===== src/rtl/if_fetch_unit.sv =====
// if_fetch_unit -- instruction-fetch stage feeding the IF/ID pipeline register.
//
// Owns the PC and issues in-order word fetches over a valid/ready request
// channel. Responses return in request order and are held in a BUF_DEPTH-entry
// FIFO whose head is presented as pc_out / instruction_out / pc_plus_4_out.
// A taken branch flushes the FIFO and drops any responses still in flight for
// the old path (DRAIN state) before fetching from the new target.
//
// Parameters:
//   RESET_PC   PC loaded on reset
//   BUF_DEPTH  FIFO entries and maximum outstanding requests (power of 2, >= 2)
//
// Ports:
//   clk, reset                  clock; synchronous active-high reset
//   imem_req_valid/ready/addr   request channel to instruction memory
//   imem_resp_valid/data        in-order response channel (never back-pressured)
//   IF_IDWrite                  downstream accepts the presented instruction (0 = stall)
//   do_branch, branch_target    single-cycle taken-branch redirect
//   fetch_valid                 outputs hold a real instruction
//   pc_out, instruction_out, pc_plus_4_out   presented fetch triple
//
// Optional build macro FETCH_PERF_CNT_EN adds saturating counters:
//   perf_stall_cycles  cycles with fetch_valid && !IF_IDWrite
//   perf_flushed       FIFO entries flushed plus wrong-path responses dropped
module if_fetch_unit #(
  parameter logic [31:0] RESET_PC  = 32'h0000_0000,
  parameter int unsigned BUF_DEPTH = 2
) (
  input  logic        clk,
  input  logic        reset,
  output logic        imem_req_valid,
  input  logic        imem_req_ready,
  output logic [31:0] imem_req_addr,
  input  logic        imem_resp_valid,
  input  logic [31:0] imem_resp_data,
  input  logic        IF_IDWrite,
  input  logic        do_branch,
  input  logic [31:0] branch_target,
  output logic        fetch_valid,
  output logic [31:0] pc_out,
  output logic [31:0] instruction_out,
  output logic [31:0] pc_plus_4_out
`ifdef FETCH_PERF_CNT_EN
  ,
  output logic [31:0] perf_stall_cycles,
  output logic [31:0] perf_flushed
`endif
);

  localparam int unsigned   AW      = $clog2(BUF_DEPTH);
  localparam int unsigned   CW      = AW + 1;
  localparam logic [CW-1:0] DEPTH_C = CW'(BUF_DEPTH);
  localparam logic [31:0]   NOP     = 32'h0000_0013;

  typedef enum logic {FETCH, DRAIN} state_t;

  state_t        state_q, state_d;
  logic [31:0]   pc_q, pc_d;
  logic          post_reset_q;
  logic [31:0]   last_pc_q;

  logic [31:0]   fifo_addr [BUF_DEPTH];
  logic [31:0]   fifo_data [BUF_DEPTH];
  logic [AW-1:0] rd_ptr_q, rd_ptr_d, wr_ptr_q, wr_ptr_d;
  logic [CW-1:0] count_q, count_d;

  // Addresses of accepted-but-unanswered requests, oldest first.
  logic [31:0]   aq_addr [BUF_DEPTH];
  logic [AW-1:0] aq_rd_q, aq_rd_d, aq_wr_q, aq_wr_d;
  logic [CW-1:0] outstanding_q, outstanding_d;
  logic [CW-1:0] stale_q, stale_d;

  logic [CW:0]   occupancy;
  logic          handshake, resp_live, push, pop, aq_push;

  // A response in the first cycle after reset belongs to a pre-reset request.
  always_comb begin
    occupancy      = {1'b0, count_q} + {1'b0, outstanding_q};
    imem_req_valid = (state_q == FETCH) && !post_reset_q && (occupancy < {1'b0, DEPTH_C});
    imem_req_addr  = pc_q;
    handshake      = imem_req_valid && imem_req_ready;
    resp_live      = imem_resp_valid && !post_reset_q;
  end

  always_comb begin
    state_d       = state_q;
    pc_d          = pc_q;
    stale_d       = stale_q;
    outstanding_d = outstanding_q;
    count_d       = count_q;
    rd_ptr_d      = rd_ptr_q;
    wr_ptr_d      = wr_ptr_q;
    aq_rd_d       = aq_rd_q;
    aq_wr_d       = aq_wr_q;
    push          = 1'b0;
    pop           = 1'b0;
    aq_push       = 1'b0;
    case (state_q)
      FETCH: begin
        if (do_branch) begin
          // Everything in flight, including a request accepted this very
          // cycle, is wrong-path; a response arriving now retires one of them.
          pc_d          = branch_target & 32'hFFFF_FFFC;
          stale_d       = outstanding_q + CW'(handshake)
                          - CW'(resp_live && (outstanding_q != '0));
          outstanding_d = '0;
          count_d       = '0;
          rd_ptr_d      = '0;
          wr_ptr_d      = '0;
          aq_rd_d       = '0;
          aq_wr_d       = '0;
          if (stale_d != '0) state_d = DRAIN;
        end else begin
          push    = resp_live && (outstanding_q != '0);
          pop     = (count_q != '0) && IF_IDWrite;
          aq_push = handshake;
          if (handshake) begin
            pc_d    = pc_q + 32'd4;
            aq_wr_d = aq_wr_q + AW'(1);
          end
          if (push) begin
            aq_rd_d  = aq_rd_q + AW'(1);
            wr_ptr_d = wr_ptr_q + AW'(1);
          end
          if (pop) rd_ptr_d = rd_ptr_q + AW'(1);
          outstanding_d = outstanding_q + CW'(handshake) - CW'(push);
          count_d       = count_q + CW'(push) - CW'(pop);
        end
      end
      DRAIN: begin
        if (stale_q == '0) state_d = FETCH;
        else if (resp_live) stale_d = stale_q - CW'(1);
        if (do_branch) pc_d = branch_target & 32'hFFFF_FFFC;
      end
      default: state_d = FETCH;
    endcase
  end

  always_ff @(posedge clk) begin
    if (reset) begin
      state_q       <= FETCH;
      pc_q          <= RESET_PC;
      post_reset_q  <= 1'b1;
      last_pc_q     <= '0;
      rd_ptr_q      <= '0;
      wr_ptr_q      <= '0;
      count_q       <= '0;
      aq_rd_q       <= '0;
      aq_wr_q       <= '0;
      outstanding_q <= '0;
      stale_q       <= '0;
    end else begin
      state_q       <= state_d;
      pc_q          <= pc_d;
      post_reset_q  <= 1'b0;
      rd_ptr_q      <= rd_ptr_d;
      wr_ptr_q      <= wr_ptr_d;
      count_q       <= count_d;
      aq_rd_q       <= aq_rd_d;
      aq_wr_q       <= aq_wr_d;
      outstanding_q <= outstanding_d;
      stale_q       <= stale_d;
      // Remember the head so an empty FIFO keeps showing the last PC.
      if (count_q != '0) last_pc_q <= fifo_addr[rd_ptr_q];
    end
  end

  always_ff @(posedge clk) begin
    if (!reset && push) begin
      fifo_addr[wr_ptr_q] <= aq_addr[aq_rd_q];
      fifo_data[wr_ptr_q] <= imem_resp_data;
    end
    if (!reset && aq_push) aq_addr[aq_wr_q] <= pc_q;
  end

  always_comb begin
    fetch_valid     = (count_q != '0);
    pc_out          = fetch_valid ? fifo_addr[rd_ptr_q] : last_pc_q;
    instruction_out = fetch_valid ? fifo_data[rd_ptr_q] : NOP;
    pc_plus_4_out   = pc_out + 32'd4;
  end

`ifdef FETCH_PERF_CNT_EN
  logic [32:0] flushed_sum;

  always_comb begin
    flushed_sum = {1'b0, perf_flushed};
    if (state_q == FETCH && do_branch)
      flushed_sum = flushed_sum + 33'(count_q) + 33'(resp_live && (outstanding_q != '0));
    else if (state_q == DRAIN && resp_live && (stale_q != '0))
      flushed_sum = flushed_sum + 33'd1;
  end

  always_ff @(posedge clk) begin
    if (reset) begin
      perf_stall_cycles <= '0;
      perf_flushed      <= '0;
    end else begin
      if (fetch_valid && !IF_IDWrite && (perf_stall_cycles != '1))
        perf_stall_cycles <= perf_stall_cycles + 32'd1;
      perf_flushed <= flushed_sum[32] ? '1 : flushed_sum[31:0];
    end
  end
`endif

  assert property (@(posedge clk) disable iff (reset)
                   occupancy <= {1'b0, DEPTH_C});
  assert property (@(posedge clk) disable iff (reset || post_reset_q)
                   imem_resp_valid |-> ((outstanding_q != '0) || (stale_q != '0)));

endmodule


===== config.mk =====
export PLATFORM = sky130hd
export DESIGN_NAME = if_fetch_unit
export DESIGN_NICKNAME = d
export VERILOG_FILES = /design/src/rtl/if_fetch_unit.sv
export SDC_FILE = /design/constraint.sdc
export NUM_CORES = 1
export LEC_CHECK = 0
export ABC_AREA = 1
export CORE_MARGIN = 2
export CORE_UTILIZATION = 35
export DETAILED_ROUTE_END_ITERATION = 8
export MAX_ROUTING_LAYER = met4
export PLACE_DENSITY = 0.58
export SETUP_SLACK_MARGIN = 0.05
export SLEW_MARGIN = 40
export SYNTH_ARGS = -nofsm -noshare
export SYNTH_HDL_FRONTEND = slang
export SYNTH_SLANG_ARGS = --single-unit

===== constraint.sdc =====
create_clock -name clk -period 6.7 [get_ports clk]
set_clock_uncertainty 0.2 [all_clocks]
set_input_delay 0.67 -clock clk [delete_from_list [all_inputs] [get_ports clk]]
set_output_delay 0.67 -clock clk [all_outputs]
set_load 0.01 [all_outputs]

==> out/metrics.cfg <==
[outcome]
status=finished, final reports clean

[detailed_routing]
drtIter0Drc=526
viasPerCell=4.729
routedWlPerCell_um=15.63
ant_nets=0
drt-total-wl_um=31980
first_pass_iters=6
vias=9675
drc_errors=0

[floorplan]
initial_utilization=0.3556
die_area_um2=36610
die_h_um=191.3
rows=68
io-pin-count=200
fp.dieW_um=191.3
coreArea_um2=34540

[synthesis]
synth.avg_cell_area_um2=8.863
yosys.area_share.simple=0.2744
synth_edf_count=184
synth_ff_type=edfxtp_1
synthAdderAreaFrac=0.008759
synthMuxAreaShare=0.02750
seq_area_frac_synth=0.5736
synth_compound_area_frac=0.04818
synth_cells=1386
synth_top_family_by_area=simple AND/OR/NAND/NOR gates
ys_seq_elements=260
synth_xor_area_frac=0.01426
synth_area_um2=12280
async_reset_ff_frac=0
yosysWarnings=0
ys_types=41

[layout]
regArea_um2=7048
nFillCells=3373
drive_gt1_frac=0.08988
multiInputGateArea_um2=4618
mostFrequentLayoutCells=nand2_1, clkdlybuf4s50_1, edfxtp_1
n_antenna_cell=0
area_growth_pct=26.58
mostFrequentLayoutCell=nand2_1
finalNetCount=1647

[cts]
clkTransAtPathRegs_ns=0.06
cts-root-buf=clkbuf_16
clock-sinks=260
cts_resized=0
clk_path_buf_depth=3
hold_buffers=0
post_cts_buffers=0
numCtsBuffers=28
cts_tree=built
htreeDepth=1
clk_latency_ns=0.53

[sta]
finalSetupViolCount=0
finalCritPeriodShare=0.6517
setup_tns_ns=0
hold_violations=0
tightest_slew_ns=0.8483
max-slew-margin-rel=0.4345
final_max_slew_viol_count=0
period_minus_slack_ns=4.367
rsz0062_at_grt=no
max_freq_ghz=0.2290

[power]
cellPowerDensity_nw_per_um2=237.8
p_total_mw=3.697
vdd_drop_max_mv=0.1628
leakage_nw=5.615

[setup_path]
r2r-start=state_q
path_cells=inv_2 -> nand2_4 -> buf_4 -> nand2_1 -> nand2_1 -> ha_1 -> inv_1 -> nor2_2 -> nand2_1 -> xor2_1 -> clkdlybuf4s50_1
start_kind=flip-flop
arrival_ns=3.50
critical_path_class=reg2out
crit_path_max_incr_delay_ns=0.57
cpMostUsedCell=nand2_1
cp.required_ns=5.83
slowest_stage=clkdlybuf4s50_1
end_kind=output pin
crit_start=count_q[1]
crit_fanout=59
r2r_slack_ns=3.26

[global_route]
grt_pass1_vias=9040
grt_overflow=0
antenna_found_initial=0
grt_pass1_wl_um=49850
track_usage=0.1783
grt_max_degree=63

[hold_path]
holdCritPathClass=reg2reg
min_from=last_pc_q[1]

[place]
gp_congestion=0.8773
portBuffers=195
hpwl_um=21970

[job]
cap_violations=0

[stage by stage]
stage	instance area (µm²)	instances	util	setup slack (ns)	hold slack (ns)
final	15550	2046	0.4502	2.333	0.2447
after global routing	15550	2046	0.4502	2.030	0.2600
after CTS	15550	2046	0.4502	2.265	0.2464
after detailed placement	14600	1994	0.4227	2.579	0.2374
after global placement	14580	1993	0.4222	2.329	0.2318
after floorplan	12290	1387	-	0.6805	0.2115
[path summary, 6_finish.rpt]
check,cells past startpoint,end
setup reg to reg,8,fifo_data[0][0]
hold reg to reg,2,last_pc_q[1]
hold / removal,2,last_pc_q[1]
setup / recovery,11,pc_plus_4_out[16]
[where the power goes]
part	internal, mW	leakage (nW)	total, mW	switching [mW]
sequential	1.76	2.29	1.81	0.0501
combinational	0.151	2.87	0.321	0.171
clock	0.956	0.458	1.57	0.613
[cell families after synthesis]
group | Yosys count
compound gates | 112
xor+xnor | 20
fa+ha+maj | 8
buf+inv | 137
flops | 260
mux | 30
other cells | 1
simple gates | 818
[synthesized netlist by cell type, drive strengths merged, types with 10 or more instances]
cell type	count	area, µm²
a21oi	73	365.4
buf	36	264.0
clkbuf	20	75.07
dfxtp	76	1521
edfxtp	184	5525
inv	80	302.8
mux2	30	337.8
nand2	534	2072
nand3	62	310.3
nand3b	11	82.58
nand4	10	68.81
nor2	181	726.9
nor3	12	60.06
o21ai	26	130.1
xor2	16	140.1
[layer usage]
layer	vias up	wire length, µm	share of wire	global-route usage
li1	4908	-	-	-
met1	4458	15570	0.49	0.2577
met2	265	14100	0.44	0.2651
met3	44	1674	0.052	0.02240
met4	0	631	0.020	0.04408
met5	-	0	0	-
[area by class of cell]
cell class / count / area share
tap: 455 / 0.03661
inverter: 81 / 0.02004
multi-input combinational: 990 / 0.2970
timing repair buffer: 208 / 0.1322
sequential: 260 / 0.4533
clock inverter: 16 / 0.01191
clock buffer: 36 / 0.04900
[sequential cells by signal, indices dropped and copies added (netlist names), named ones only]
signal and cells:
fifo_data 64, aq_addr 60, fifo_addr 60, last_pc_q 32, imem_req_addr 30, count_q 2
outstanding_q 2, stale_q 2, aq_rd_q 1, aq_wr_q 1, post_reset_q 1, rd_ptr_q 1
state_q 1, wr_ptr_q 1
[worst max-delay path: cells and delay by family (launching register included)]
kind / cells / cell delay, ns
adder cells (fa/ha/maj): 1 / 0.27
flip-flops: 1 / 0.43
XOR/XNOR: 1 / 0.15
AND/OR/NAND/NOR: 5 / 0.81
buffers and inverters: 4 / 1.28
(Power assumes the default switching activity.)
